### src/rtl/gpio_bank_pkg.sv
// Shared register-map constants and helpers for the parametrised GPIO bank.
// Register offsets are multiples of the per-register word count W.
package gpio_bank_pkg;

  localparam int unsigned REG_DIR     = 0;
  localparam int unsigned REG_OUT     = 1;
  localparam int unsigned REG_IN      = 2;
  localparam int unsigned REG_RISE_EN = 3;
  localparam int unsigned REG_FALL_EN = 4;
  localparam int unsigned REG_STATUS  = 5;
  localparam int unsigned REG_OUT_SET = 6;
  localparam int unsigned REG_OUT_CLR = 7;
  localparam int unsigned NUM_REGS    = 8;

  localparam logic RESET_LEVEL = 1'b0;
  localparam int   RESET_COUNT = 0;

  function automatic int unsigned calc_words(input int unsigned ports,
                                             input int unsigned port_width,
                                             input int unsigned data_width);
    return (ports * port_width) / data_width;
  endfunction

endpackage

### src/rtl/gpio_sync_edge.sv
// Input synchroniser and edge detector for one bus-word slice of pins.
// Edges are masked until the synchroniser has flushed its reset contents.
module gpio_sync_edge
  import gpio_bank_pkg::*;
#(
  parameter int WIDTH       = 16,
  parameter int SYNC_STAGES = 2
) (
  input  logic             clk,
  input  logic             rst,
  input  logic [WIDTH-1:0] pin_in,
  output logic [WIDTH-1:0] sync_out,
  output logic [WIDTH-1:0] rise,
  output logic [WIDTH-1:0] fall
);

  localparam int ARM_COUNT = SYNC_STAGES + 1;
  localparam int CW        = $clog2(ARM_COUNT + 1);

  logic [WIDTH-1:0] chain [SYNC_STAGES];
  logic [WIDTH-1:0] s_d;
  logic [CW-1:0]    arm_cnt;
  logic             armed;

  always_ff @(posedge clk) begin
    if (rst) begin
      for (int i = 0; i < SYNC_STAGES; i++) begin
        chain[i] <= {WIDTH{RESET_LEVEL}};
      end
      s_d <= {WIDTH{RESET_LEVEL}};
    end else begin
      chain[0] <= pin_in;
      for (int i = 1; i < SYNC_STAGES; i++) begin
        chain[i] <= chain[i-1];
      end
      s_d <= chain[SYNC_STAGES-1];
    end
  end

  // Saturating counter: pins already high at reset must not look like rising edges.
  always_ff @(posedge clk) begin
    if (rst) begin
      arm_cnt <= CW'(RESET_COUNT);
    end else if (!armed) begin
      arm_cnt <= arm_cnt + 1'b1;
    end
  end

  assign armed    = (arm_cnt == CW'(ARM_COUNT));
  assign sync_out = chain[SYNC_STAGES-1];
  assign rise     = armed ? (sync_out & ~s_d) : '0;
  assign fall     = armed ? (~sync_out & s_d) : '0;

endmodule

### src/rtl/gpio_bank.sv
// Parametrised GPIO bank on the gpmc_sync bus: direction/output registers,
// atomic set/clear, synchronised inputs and W1C edge interrupts.
module gpio_bank
  import gpio_bank_pkg::*;
#(
  parameter int PORTS       = 4,
  parameter int PORT_WIDTH  = 8,
  parameter int DATA_WIDTH  = 16,
  parameter int ADDR_WIDTH  = 4,
  parameter int SYNC_STAGES = 2
) (
  input  logic                   clk,
  input  logic                   rst,
  input  logic                   cs,
  input  logic                   we,
  input  logic                   oe,
  input  logic [ADDR_WIDTH-1:0]  address,
  input  logic [DATA_WIDTH-1:0]  data_out,
  output logic [DATA_WIDTH-1:0]  data_in,
  input  logic [PORTS*PORT_WIDTH-1:0] pin_in,
  output logic [PORTS*PORT_WIDTH-1:0] pin_out,
  output logic [PORTS*PORT_WIDTH-1:0] pin_oe,
  output logic                   irq
);

  localparam int          N  = PORTS * PORT_WIDTH;
  localparam int          DW = DATA_WIDTH;
  localparam int unsigned W  = calc_words(PORTS, PORT_WIDTH, DATA_WIDTH);

  generate
    if ((N % DW) != 0) begin : g_bad_width
      $error("gpio_bank: pin count must be a multiple of DATA_WIDTH");
    end
    if ((NUM_REGS * W) > (2 ** ADDR_WIDTH)) begin : g_bad_addr
      $error("gpio_bank: ADDR_WIDTH too small for register map");
    end
    if (SYNC_STAGES < 2) begin : g_bad_sync
      $error("gpio_bank: SYNC_STAGES must be at least 2");
    end
  endgenerate

  logic          wc, wc_d, wr_pulse, rc;
  logic [N-1:0]  dir_q, out_q, rise_en, fall_en, status;
  logic [N-1:0]  s, rise, fall, edge_set, status_clr;
  int unsigned   addr_u, reg_idx, word_idx;
  logic          mapped;
  logic [DW-1:0] rd_word;

  assign wc       = !cs && !we && oe;
  assign rc       = !cs && we && !oe;
  assign wr_pulse = wc && !wc_d;

  assign addr_u   = 32'(address);
  assign reg_idx  = addr_u / W;
  assign word_idx = addr_u % W;
  assign mapped   = (addr_u < (NUM_REGS * W));

  for (genvar k = 0; k < int'(W); k++) begin : g_slice
    gpio_sync_edge #(
      .WIDTH      (DW),
      .SYNC_STAGES(SYNC_STAGES)
    ) u_sync_edge (
      .clk     (clk),
      .rst     (rst),
      .pin_in  (pin_in[k*DW +: DW]),
      .sync_out(s[k*DW +: DW]),
      .rise    (rise[k*DW +: DW]),
      .fall    (fall[k*DW +: DW])
    );
  end

  assign edge_set = (rise & rise_en) | (fall & fall_en);

  always_comb begin
    status_clr = '0;
    if (wr_pulse && mapped && (reg_idx == REG_STATUS)) begin
      status_clr[word_idx*DW +: DW] = data_out;
    end
  end

  // Writes act once per rising write condition; a new edge beats a same-cycle W1C.
  always_ff @(posedge clk) begin
    if (rst) begin
      wc_d    <= RESET_LEVEL;
      dir_q   <= {N{RESET_LEVEL}};
      out_q   <= {N{RESET_LEVEL}};
      rise_en <= {N{RESET_LEVEL}};
      fall_en <= {N{RESET_LEVEL}};
      status  <= {N{RESET_LEVEL}};
    end else begin
      wc_d   <= wc;
      status <= (status & ~status_clr) | edge_set;
      if (wr_pulse && mapped) begin
        case (reg_idx)
          REG_DIR:     dir_q[word_idx*DW +: DW]   <= data_out;
          REG_OUT:     out_q[word_idx*DW +: DW]   <= data_out;
          REG_RISE_EN: rise_en[word_idx*DW +: DW] <= data_out;
          REG_FALL_EN: fall_en[word_idx*DW +: DW] <= data_out;
          REG_OUT_SET: out_q[word_idx*DW +: DW]   <= out_q[word_idx*DW +: DW] | data_out;
          REG_OUT_CLR: out_q[word_idx*DW +: DW]   <= out_q[word_idx*DW +: DW] & ~data_out;
          default: ;
        endcase
      end
    end
  end

  always_comb begin
    rd_word = '0;
    if (mapped) begin
      case (reg_idx)
        REG_DIR:     rd_word = dir_q[word_idx*DW +: DW];
        REG_OUT:     rd_word = out_q[word_idx*DW +: DW];
        REG_IN:      rd_word = s[word_idx*DW +: DW];
        REG_RISE_EN: rd_word = rise_en[word_idx*DW +: DW];
        REG_FALL_EN: rd_word = fall_en[word_idx*DW +: DW];
        REG_STATUS:  rd_word = status[word_idx*DW +: DW];
        default:     rd_word = '0;
      endcase
    end
  end

  always_ff @(posedge clk) begin
    if (rst) begin
      data_in <= {DW{RESET_LEVEL}};
      irq     <= RESET_LEVEL;
    end else begin
      data_in <= rc ? rd_word : '0;
      irq     <= |status;
    end
  end

  assign pin_oe  = dir_q;
  assign pin_out = out_q;

endmodule

### config.mk
export PLATFORM = sky130hd
export DESIGN_NAME = gpio_bank
export DESIGN_NICKNAME = d
export VERILOG_FILES = /design/src/rtl/gpio_bank_pkg.sv /design/src/rtl/gpio_sync_edge.sv /design/src/rtl/gpio_bank.sv
export SDC_FILE = /design/constraint.sdc
export NUM_CORES = 1
export LEC_CHECK = 0
export CELL_PAD_IN_SITES_DETAIL_PLACEMENT = 0
export CELL_PAD_IN_SITES_GLOBAL_PLACEMENT = 1
export CORE_MARGIN = 1
export CORE_UTILIZATION = 25
export CTS_CLUSTER_SIZE = 25
export DETAILED_ROUTE_END_ITERATION = 10
export GPL_TIMING_DRIVEN = 0
export HOLD_SLACK_MARGIN = 0.03
export PLACE_DENSITY_LB_ADDON = 0.1
export SYNTH_ARGS = -nofsm -noshare
export SYNTH_HDL_FRONTEND = slang
export SYNTH_SLANG_ARGS = --single-unit
### constraint.sdc
create_clock -name clk -period 3.2 [get_ports clk]
set_input_delay 0.48 -clock clk [delete_from_list [all_inputs] [get_ports clk]]
set_output_delay 0.48 -clock clk [all_outputs]
set_load 0.02 [all_outputs]
==> flow_metrics.env <==
export IMPL_outcome="finished, final reports clean"
export IMPL_die_area_um2=46400
export IMPL_drc_errors=0
export IMPL_via_per_inst=4.80
export IMPL_tns_ns=0
export IMPL_grt_antenna_before_repair=0
export IMPL_path_clk_slew_ns=0.06
export IMPL_area_growth_syn_to_layout_pct=28.3
export IMPL_yosysSeqAreaShare=0.488
export IMPL_critPathRequiredTime_ns=3.68
export IMPL_nets=1516
export IMPL_slew_viol_final=0
export IMPL_power_density_nw_per_um2=554
export IMPL_pre_cts_slack_ns=-0.424
export IMPL_cts_sinks=278
export IMPL_io_buffer_count=134
export IMPL_fin_util=0.328
export IMPL_worstRegToRegCells=6
export IMPL_fp_dieH_um=215
export IMPL_path_max_fanout=10
export IMPL_ys_ff_latch=278
export IMPL_placed_cell_area_um2=13500
export IMPL_netlist_cell_type_count=53
export IMPL_htree_num_levels=2
export IMPL_cts_hold_buf=0
export IMPL_cts_buffers_inserted=35
export IMPL_final_area_um2=14600
export IMPL_wirelength_mm=46.0
export IMPL_layout_cells_non_filler=2075
export IMPL_hp_class="reg -> reg"
export IMPL_relSlewSlack=0.210
export IMPL_rsz0062_at_grt="no"
export IMPL_num_rows=77
export IMPL_p_leak_nw=5.20
export IMPL_yosysMostFrequentCell="dfxtp_1"
export IMPL_placedCellCount=2012
export IMPL_fill_cells=4690
export IMPL_tightest_slew_ns=1.17
export IMPL_totalPowerFinal_mw=8.10
export IMPL_fp_dieW_um=215
export IMPL_path_cells="clkdlybuf4s50_1 -> buf_2 -> and2_1 -> clkbuf_1 -> nor4_1 -> nand2_1 -> a31oi_1 -> a22o_1"
export IMPL_dpl_hpwl_mm=34.3
export IMPL_max_stage_delay_ns=0.94
export IMPL_hold_slack_ns=0.431
export IMPL_synth_area_um2=11400
export IMPL_hold_viol=0
export IMPL_first_pass_iters=5
export IMPL_synth_area_leader_cell="dfxtp_1"
export IMPL_cts_buffer_depth=3
export IMPL_skew_ns=0.0218
export IMPL_synth_top_area_share=0.488
export IMPL_ir_worst_vdd_uv=271
export IMPL_post_route_period_util=0.941
export IMPL_diodes=0
export IMPL_maxClockFrequency_ghz=0.332
export IMPL_maxCapViolations=0
export IMPL_wl_per_cell_um=22.2
export IMPL_initial_utilization=0.255
export IMPL_synthTopCellsByArea="dfxtp_1 (49%), mux2i_1 (8.8%), nand2_1 (6.6%), nor2b_1 (5.4%), a21oi_1 (4.7%)"
export IMPL_crit_arrival_ns=3.50
export IMPL_cts_tree="built"
export IMPL_synth_flop_cell="dfxtp_1"
export IMPL_avgSynthCellArea_um2=8.87
export IMPL_ctsResizeCount=0
export IMPL_postRouteAntennaNets=0
export IMPL_grt_max_degree=14
export IMPL_synth_fp_nets=1344
export IMPL_crit_slowest_cell="nor4_1"
export IMPL_vias=9959
export IMPL_post_cts_setup_buffers=0
export IMPL_start_kind="input pin"
export IMPL_grt_pass1_vias=9661
export IMPL_seq_area_um2=5570
export IMPL_yosys_warnings=0
export IMPL_overflow=0
export IMPL_syn_inst=1285
export IMPL_fin_ws_ns=0.187
export IMPL_clk_latency_ns=0.55
export IMPL_fin_crit_ns=3.01
export IMPL_multi_input_area_um2=5390
export IMPL_synthTopCellsByCount="dfxtp_1 (278), nand2_1 (199), a21oi_1 (108)"
export IMPL_drive_gt1_frac=0.0695
export IMPL_coreArea_um2=44600
export IMPL_crit_type="in -> reg"
export IMPL_grt_use_total=0.198
export IMPL_io_pins=138
export IMPL_grt_pass1_wl_mm=67.7
export IMPL_drtIter0Drc=833
export IMPL_critPathCaptureType="flip-flop"
export IMPL_gp_congestion=0.826
export IMPL_async_flop_share=0
export IMPL_hold_depth=1
export IMPL_finalSetupViolCount=0
export IMPL_cts_root_buf="clkbuf_16"
export IMPL_synth_edff_count=0
-- final cells by class --
cell class,count,area share
Clock inverter,15,0.0100
Tap cell,592,0.0507
Inverter,4,0.00103
Sequential cell,278,0.381
Buffer,103,0.0296
Timing Repair Buffer,135,0.0922
Multi-Input combinational cell,900,0.368
Clock buffer,48,0.0674
-- report_power, final --
part           switching (mW)  internal (mW)  total, mW
sequential             0.0446           3.53       3.58
combinational           0.390          0.200      0.590
clock                    1.60           2.33       3.93
-- kinds of logic after synthesis --
kind of cell / synth area share
and+or+nand+nor: 0.212
AOI/OAI and AO/OA: 0.151
DFF: 0.488
muxes: 0.105
buffers and inverters: 0.0393
xor gates and xnor gates: 0.00231
adders and majority gates: 0.00220
-- path summary, 6_finish.rpt --
kind	start	to	slack, ns
setup reg to reg	wc_d	fall_en[10]	0.73
hold / removal	g_slice[1].u_sync_edge.chain[0][2]	g_slice[1].u_sync_edge.chain[0][18]	0.43
setup / recovery	address[2]	data_in[10]	0.19
hold reg to reg	g_slice[1].u_sync_edge.chain[0][2]	g_slice[1].u_sync_edge.chain[0][18]	0.43
-- worst max-delay path, delay by kind of cell --
kind            cells  cell delay (ns)
compound gates      2             0.54
buf+inv             3             0.87
simple gates        3             1.60
-- registers in the layout, summed over array words and instances (netlist names) --
register	count
data_in	16
fall_en	32
g_slice.u_sync_edge.arm_cnt	4
g_slice.u_sync_edge.chain	64
g_slice.u_sync_edge.s_d	32
irq	1
pin_oe	32
pin_out	32
rise_en	32
status	32
wc_d	1
-- per-layer routing --
layer,vias to the layer above,track usage,part of all wire
met2,329,0.311,0.45
met3,56,0.0413,0.058
met1,4767,0.276,0.48
li1,4807,-,-
met4,0,0.0482,0.018
met5,-,0,0
-- cells in the final DEF (no fill, tap or decap), types with 10 or more instances in the layout --
cell type / count
dfxtp_1: 278
nand2_1: 199
clkdlybuf4s50_1: 134
a21oi_1: 108
nor2_1: 103
mux2i_1: 100
o21ai_0: 100
nor2b_1: 98
clkbuf_1: 83
clkbuf_16: 36
nand3b_1: 32
buf_2: 22
nand3_1: 22
a22oi_1: 17
a32o_1: 13
a211oi_1: 11
o22ai_1: 10
(Power assumes the default switching activity.)
